===== config.mk =====
export PLATFORM = sky130hd
export DESIGN_NAME = alu_share_arbiter
export DESIGN_NICKNAME = d
export VERILOG_FILES = /design/src/rtl/alu_share_arbiter.sv
export SDC_FILE = /design/constraint.sdc
export NUM_CORES = 1
export LEC_CHECK = 0
export ABC_AREA = 1
export CORE_AREA = 2 2 131 133
export CTS_BUF_LIST = sky130_fd_sc_hd__clkbuf_4
export DETAILED_ROUTE_END_ITERATION = 10
export DIE_AREA = 0 0 133 135
export GPL_ROUTABILITY_DRIVEN = 0
export GPL_TIMING_DRIVEN = 0
export PLACE_DENSITY_LB_ADDON = 0.1
export SKIP_CTS_REPAIR_TIMING = 1
export SLEW_MARGIN = 5
export SYNTH_ARGS = -nofsm -noshare
export SYNTH_HDL_FRONTEND = slang
export SYNTH_SLANG_ARGS = --single-unit

===== constraint.sdc =====
create_clock -name clk -period 3.4 [get_ports clk]
set_input_delay 0.34 -clock clk [delete_from_list [all_inputs] [get_ports clk]]
set_output_delay 0.34 -clock clk [all_outputs]
set_load 0.02 [all_outputs]

===== src/rtl/alu_share_arbiter.sv =====
// Shares one combinational RV32I ALU between two valid/ready requesters.
// Round-robin grant by default; define ALU_ARB_FIXED_PRIORITY_EN to make req0 always win.
module alu_share_arbiter #(
  parameter int unsigned XLEN = 32,
  parameter int unsigned ID_W = 4
) (
  input  logic            clk,
  input  logic            reset,
  input  logic            req0_valid,
  output logic            req0_ready,
  input  logic [1:0]      req0_aluop,
  input  logic [2:0]      req0_fun3,
  input  logic            req0_fun7,
  input  logic [XLEN-1:0] req0_a,
  input  logic [XLEN-1:0] req0_b,
  input  logic [ID_W-1:0] req0_id,
  input  logic            req1_valid,
  output logic            req1_ready,
  input  logic [1:0]      req1_aluop,
  input  logic [2:0]      req1_fun3,
  input  logic            req1_fun7,
  input  logic [XLEN-1:0] req1_a,
  input  logic [XLEN-1:0] req1_b,
  input  logic [ID_W-1:0] req1_id,
  output logic            resp0_valid,
  input  logic            resp0_ready,
  output logic [XLEN-1:0] resp0_result,
  output logic            resp0_zero,
  output logic [ID_W-1:0] resp0_id,
  output logic            resp1_valid,
  input  logic            resp1_ready,
  output logic [XLEN-1:0] resp1_result,
  output logic            resp1_zero,
  output logic [ID_W-1:0] resp1_id,
  output logic [3:0]      alu_ctrl,
  output logic [XLEN-1:0] alu_a,
  output logic [XLEN-1:0] alu_b,
  input  logic [XLEN-1:0] alu_result,
  input  logic            alu_zero,
  output logic            busy
);

  typedef enum logic [1:0] {StIdle, StIssue, StResp} state_e;

  state_e          state_q, state_d;
  logic            owner_q;
  logic [XLEN-1:0] a_q, b_q, result_q;
  logic [3:0]      ctrl_q;
  logic            zero_q;
  logic [ID_W-1:0] id_q;

  logic            gnt0, gnt1, idle, fire, resp_fire;
  logic [1:0]      s_aluop;
  logic [2:0]      s_fun3;
  logic            s_fun7;
  logic [3:0]      dec;

`ifdef ALU_ARB_FIXED_PRIORITY_EN
  assign gnt1 = req1_valid && !req0_valid;
`else
  logic last_grant_q;

  // last_grant resets to 1 so req0 wins the first contested cycle
  assign gnt1 = req1_valid && (!req0_valid || !last_grant_q);

  always_ff @(posedge clk or posedge reset) begin
    if (reset) begin
      last_grant_q <= 1'b1;
    end else if (fire) begin
      last_grant_q <= gnt1;
    end
  end
`endif

  assign gnt0       = req0_valid && !gnt1;
  assign idle       = (state_q == StIdle);
  assign req0_ready = idle && gnt0;
  assign req1_ready = idle && gnt1;
  assign fire       = (req0_valid && req0_ready) || (req1_valid && req1_ready);
  assign resp_fire  = owner_q ? resp1_ready : resp0_ready;

  assign s_aluop = gnt1 ? req1_aluop : req0_aluop;
  assign s_fun3  = gnt1 ? req1_fun3  : req0_fun3;
  assign s_fun7  = gnt1 ? req1_fun7  : req0_fun7;

  always_comb begin
    dec = 4'b0010;
    case (s_aluop)
      2'b00: begin
        case (s_fun3)
          3'b010:  dec = 4'b0111;
          3'b111:  dec = 4'b0000;
          3'b110:  dec = 4'b0001;
          3'b100:  dec = 4'b1100;
          default: dec = 4'b0010;
        endcase
      end
      2'b01: begin
        case (s_fun3)
          3'b100, 3'b101: dec = 4'b0111;
          default:        dec = 4'b0110;
        endcase
      end
      2'b10: begin
        case (s_fun3)
          3'b000:  dec = s_fun7 ? 4'b0110 : 4'b0010;
          3'b010:  dec = 4'b0111;
          3'b111:  dec = 4'b0000;
          3'b110:  dec = 4'b0001;
          3'b100:  dec = 4'b1100;
          3'b001:  dec = 4'b1001;
          3'b101:  dec = s_fun7 ? 4'b1011 : 4'b1010;
          default: dec = 4'b0010;
        endcase
      end
      default: dec = 4'b0010;
    endcase
  end

  always_comb begin
    state_d = state_q;
    case (state_q)
      StIdle:  if (fire) state_d = StIssue;
      StIssue: state_d = StResp;
      StResp:  if (resp_fire) state_d = StIdle;
      default: state_d = StIdle;
    endcase
  end

  always_ff @(posedge clk or posedge reset) begin
    if (reset) begin
      state_q  <= StIdle;
      owner_q  <= 1'b0;
      a_q      <= '0;
      b_q      <= '0;
      ctrl_q   <= 4'b0010;
      id_q     <= '0;
      result_q <= '0;
      zero_q   <= 1'b0;
    end else begin
      state_q <= state_d;
      if (fire) begin
        owner_q <= gnt1;
        a_q     <= gnt1 ? req1_a  : req0_a;
        b_q     <= gnt1 ? req1_b  : req0_b;
        id_q    <= gnt1 ? req1_id : req0_id;
        ctrl_q  <= dec;
      end
      if (state_q == StIssue) begin
        result_q <= alu_result;
        zero_q   <= alu_zero;
      end
    end
  end

  // ALU inputs only move at a handshake, so they hold outside ISSUE
  assign alu_a    = a_q;
  assign alu_b    = b_q;
  assign alu_ctrl = ctrl_q;

  assign resp0_valid  = (state_q == StResp) && !owner_q;
  assign resp1_valid  = (state_q == StResp) && owner_q;
  assign resp0_result = result_q;
  assign resp1_result = result_q;
  assign resp0_zero   = zero_q;
  assign resp1_zero   = zero_q;
  assign resp0_id     = id_q;
  assign resp1_id     = id_q;
  assign busy         = !idle;

endmodule


==> Yosys cells after proc, flatten, opt, wreduce, memory -nomap -nowiden <==
Index checks and enable logic that the tools add are counted.
{ "totals": {"regBits": 109, "word_cells": 57} }
{ "classes": {"n_eq_ne": 12, "muxes": 16, "n_reduce_logical": 20} }
{ "op_table": {"columns": ["operator", "count"], "rows": [
  ["$mux W32", 2],
  ["$pmux W4 S7", 1],
  ["$pmux W4 S4", 1],
  ["$eq A3 B3 Y1 const B", 4],
  ["$pmux W4 S3", 1],
  ["$logic_and A1 B1 Y1", 8],
  ["$mux W2", 3],
  ["$mux W3", 2],
  ["$pmux W2 S3", 1],
  ["$logic_not A1 Y1", 5],
  ["$eq A2 B1 Y1 const B", 2],
  ["$eq A2 B2 Y1 const B", 2],
  ["$logic_not A2 Y1", 2],
  ["$mux W1", 4],
  ["$mux W4", 1],
  ["$eq A3 B1 Y1 const B", 1],
  ["$eq A3 B2 Y1 const B", 1],
  ["$logic_not A3 Y1", 1],
  ["$logic_or A1 B1 Y1", 2],
  ["$ne A2 B1 Y1 const B", 1],
  ["$ne A2 B2 Y1 const B", 1],
  ["$reduce_and A2 Y1", 1],
  ["$reduce_or A2 Y1", 1]
]} }

==> Logic depth before layout (Yosys ltp) <==
{ "logic_depth": {"depth_word": 10, "ltp_mapped": 12, "mapped_depth_nobuf": 11} }

==> Least setup slack after synthesis <==
No wires, ideal clock.
{ "synth_timing": {"path_type": "reg-to-output", "startpoint": "register last_grant_q", "endpoint": "output req0_ready", "arrival_ns": 1.222, "t_required_ns": 3.060, "path_slack_ns": 1.838, "stages_incl_launch_ff": 6, "n_path_buf": 1, "cell_sequence": "dfstp_2 -> nand2_2 -> nand2_4 -> inv_4 -> buf_4 -> nor2_1"} }
{ "synth_via": {"elab_chain_cells": 6} }
{ "synth_lines": {"columns": ["element", "line_no", "source"], "rows": [
  ["start: declaration", "61", "logic last_grant_q;"],
  ["start signal: assignment", "70", "last_grant_q <= gnt1;"],
  ["$logic_not A1 Y1", "64", "assign gnt1 = req1_valid && (!req0_valid || !last_grant_q);"],
  ["$logic_or A1 B1 Y1", "64", null],
  ["$logic_and A1 B1 Y1", "64", null],
  ["$logic_not A1 Y1", "75", "assign gnt0 = req0_valid && !gnt1;"],
  ["$logic_and A1 B1 Y1", "75", null],
  ["$logic_and A1 B1 Y1", "77", "assign req0_ready = idle && gnt0;"],
  ["end: declaration", "10", "output logic req0_ready,"]
]} }
Every way passes these cells.

==> Worst setup path after layout <==
Ends and elaborated chain as after synthesis.

==> impl_results.md <==
* Outcome: finished clean
* Max H-tree Level at 3
* Nature of the critical path endpoint: primary output
* Routed wire per std cell at 15.9 um
* Setup WS pre-CTS at 0.880 ns
* Clock buffer depth at 2
* Synthesized cell area at 0.00515 sq mm
* Slew margin rel. at 66.8%
* Tot Pwr at 0.00825 W
* Crit path launch type: flop
* Core area at 0.0164 sq mm
* Max Freq at 368 MHz
* Final Cycle Share at 79.9%
* Largest cells by area after synthesis: dfrtp_1 52%, nand2_1 13%, a31oi_1 8.3%
* Leading area contributor after synthesis: dfrtp_1
* PD cells at 925 mW/mm^2
* Clk_lat worst skew at 0.48 ns
* Worst Clk Skew at 0.0118 ns
* Port Buf Inserts at 333
* Yosys Warn Count at 0
* Combinational Power Share at 63.3%
* Cell family with most CP delay: buffers and inverters
* Required @ worst endpoint at 3.06 ns
* CP max FO at 10
* Slowest cell on crit path: clkdlybuf4s50_1
* Worst Setup Path Type: flop to primary output
* Post-synthesis average cell area at 9.01 sq um
* Final setup fails at 0
* Initial antenna violation count at 2
* Sequential fraction of design power at 29.0%
* ANT nets after route at 0
* Total routed wirelength at 18,200 um
* FF+latch count, synth at 109
* CP Cell Sequence: nand2_2 > nand2_4 > inv_4 > buf_4 > nor2_1 > clkdlybuf4s50_1
* Commonest cells after routing, fill and taps aside: 333 x clkdlybuf4s50_1, 180 x nand2_1, 107 x dfrtp_1, 75 x nor2_1, 68 x a31oi_1
* Reg2reg end: resp0_id[2]$_DFFE_PP0P_
* Num CTS Buffers at 9
* Worst IR Drop VDD at 0.000448 V
* Clock transition at path regs at 0.18 ns
* Syn_nets at 759
* Clock network fraction of total power at 7.7%
* Hold WC Path Type: input port to asynchronous set/reset pin
* First-pass GRT wire length at 28,200 um
* Starting Density at 31.4%
* Switch Pwr at 0.00350 W
* Commonest non-fill, non-tap cell in the layout: clkdlybuf4s50_1
* DRT iter0 DRCs at 158
* Synth unique cells at 19
* Flop2flop setup slack at 1.66 ns
* I/O Pins at 334
* Sw Share at 42.4%
* FP Rows at 47
* Fill count at 1,447
* Reg2reg path depth at 7
* Share of the synthesized area in the top cell type at 52.0%
* CP Buf/Inv Count at 3
* Global route overflow at 0
* Layout cells sized above 1 at 13.0%
* Clock sink total at 109
* Seq/Total Area, Yosys at 53.0%
* Syn Inst Count at 572
* Final hold vios at 0
* Final core occ at 54.4%
* LEAKAGE at 3.85 nW
* Largest net degree at the start of global routing at 76
* Die footprint at 0.0180 sq mm
* Slew of the pin with the lowest slew margin at 0.498 ns
* Detail Placement HPWL at 14,400 um
* RSZ-0062 raised after global routing: false
* Die Y at 135 um
* Worst hold slack at 0.191 ns
* Final Critical Period at 2.72 ns
* Int Power at 0.00475 W
* Max-slew violation count at 0
* Nets at 1,104
* GRT Overall Usage at 20.2%
* Max_cap viols at 0
* Final worst slack at 0.685 ns
* Chip width at 133 um
* Vias in the first global route at 5,139
* DR DRC count at 0
* TritonCTS clock tree: yes
* Area growth, synth to finish at 73.3%
* CTS root buf: clkbuf_4
* CP peak stage delay at 0.68 ns
* Crit path DAT at 2.38 ns
* First-pass DRT Iterations at 5
* Vias at 5,150
* R2R Path Start: last_grant_q$_DFFE_PP1P_
* Via/cell ratio at 4.50
-- power by group through the flow --
stage | Combinational [W] | Sequential [W] | Clock, W
5_1_grt | 0.00559 | 0.00248 | 0.000715
4_1_cts | 0.00529 | 0.00241 | 0.000659
3_5_place_dp | 0.00528 | 0.00244 | 0
2_1_floorplan | 0.00205 | 0.00314 | 0
3_3_place_gp | 0.00522 | 0.00241 | 0
6_report | 0.00522 | 0.00240 | 0.000634
-- cell type report --
cell class,count,area [sq um],share of cell area [%]
buffer,70,479,5.37
inverter,17,71.3,0.799
tap,220,275,3.08
clock inverter,7,60.1,0.673
antenna,2,5.00,0.0561
clock buffer,9,67.6,0.757
sequential,109,2730,30.6
timing repair buffer,334,3360,37.7
multi-input combinational,376,1880,21.0
-- kinds of logic (layout without fill, tap and decap cells) --
family / count (synthesis) / after routing / share of synthesized area (%)
AO/OA/AOI/OAI: 74 / 74 / 8.84
buffers and inverters: 87 / 437 / 10.6
flip-flops: 109 / 109 / 53.0
multiplexers: 33 / 33 / 7.21
other: 0 / 2 / 0
AND/OR/NAND/NOR: 269 / 269 / 20.4
-- cell usage after synthesis --
cell type and instances:
nor2_1 75, a21oi_1 4, inv_1 16, nand2_4 3
clkbuf_1 9, nand2_1 180, nand2_2 1, mux2_2 33
buf_4 41, a31oi_1 68, dfstp_2 2, dfrtp_1 107
nand3_1 9, o21ai_1 1, o21ai_0 1, nor2_2 1
buf_2 14, inv_4 1, buf_6 6
-- how the worst max path moves through the flow --
stage	depth (start not counted)	end	start
5_1_grt	6	req0_ready	last_grant_q$_DFFE_PP1P_
3_5_place_dp	7	req0_ready	req0_valid
6_report	6	req0_ready	last_grant_q$_DFFE_PP1P_
4_1_cts	6	req0_ready	last_grant_q$_DFFE_PP1P_
3_3_place_gp	2	alu_b[27]$_DFFE_PP0P_	reset
2_1_floorplan	1	alu_a[0]$_DFFE_PP0P_	reset
-- per-stage QoR --
| step | setup TNS [ns] | std cells | instance area, sq um |
|---|---|---|---|
| after floorplan | 0 | 572 | 5150 |
| after global placement | -177.76 | 1125 | 8760 |
| after detailed placement | 0 | 1126 | 8790 |
| after CTS | 0 | 1142 | 8920 |
| after global routing | 0 | 1144 | 8920 |
| final | 0 | 1144 | 8920 |
-- state kept, by name, summed over array words and instances (netlist names) --
name	flops
alu_a	32
alu_b	32
alu_ctrl	4
last_grant_q	1
owner_q	1
resp0_id	4
resp0_result	32
resp0_zero	1
state_q	2
-- metal layers --
metal	up-vias	GRT usage (%)	wire, um
li1	2525	-	-
met1	2376	23.2	6960
met2	232	35.4	9250
met3	17	7.47	1740
met4	0	5.91	292
met5	-	0	0
Power figures use the tool's default switching activity.
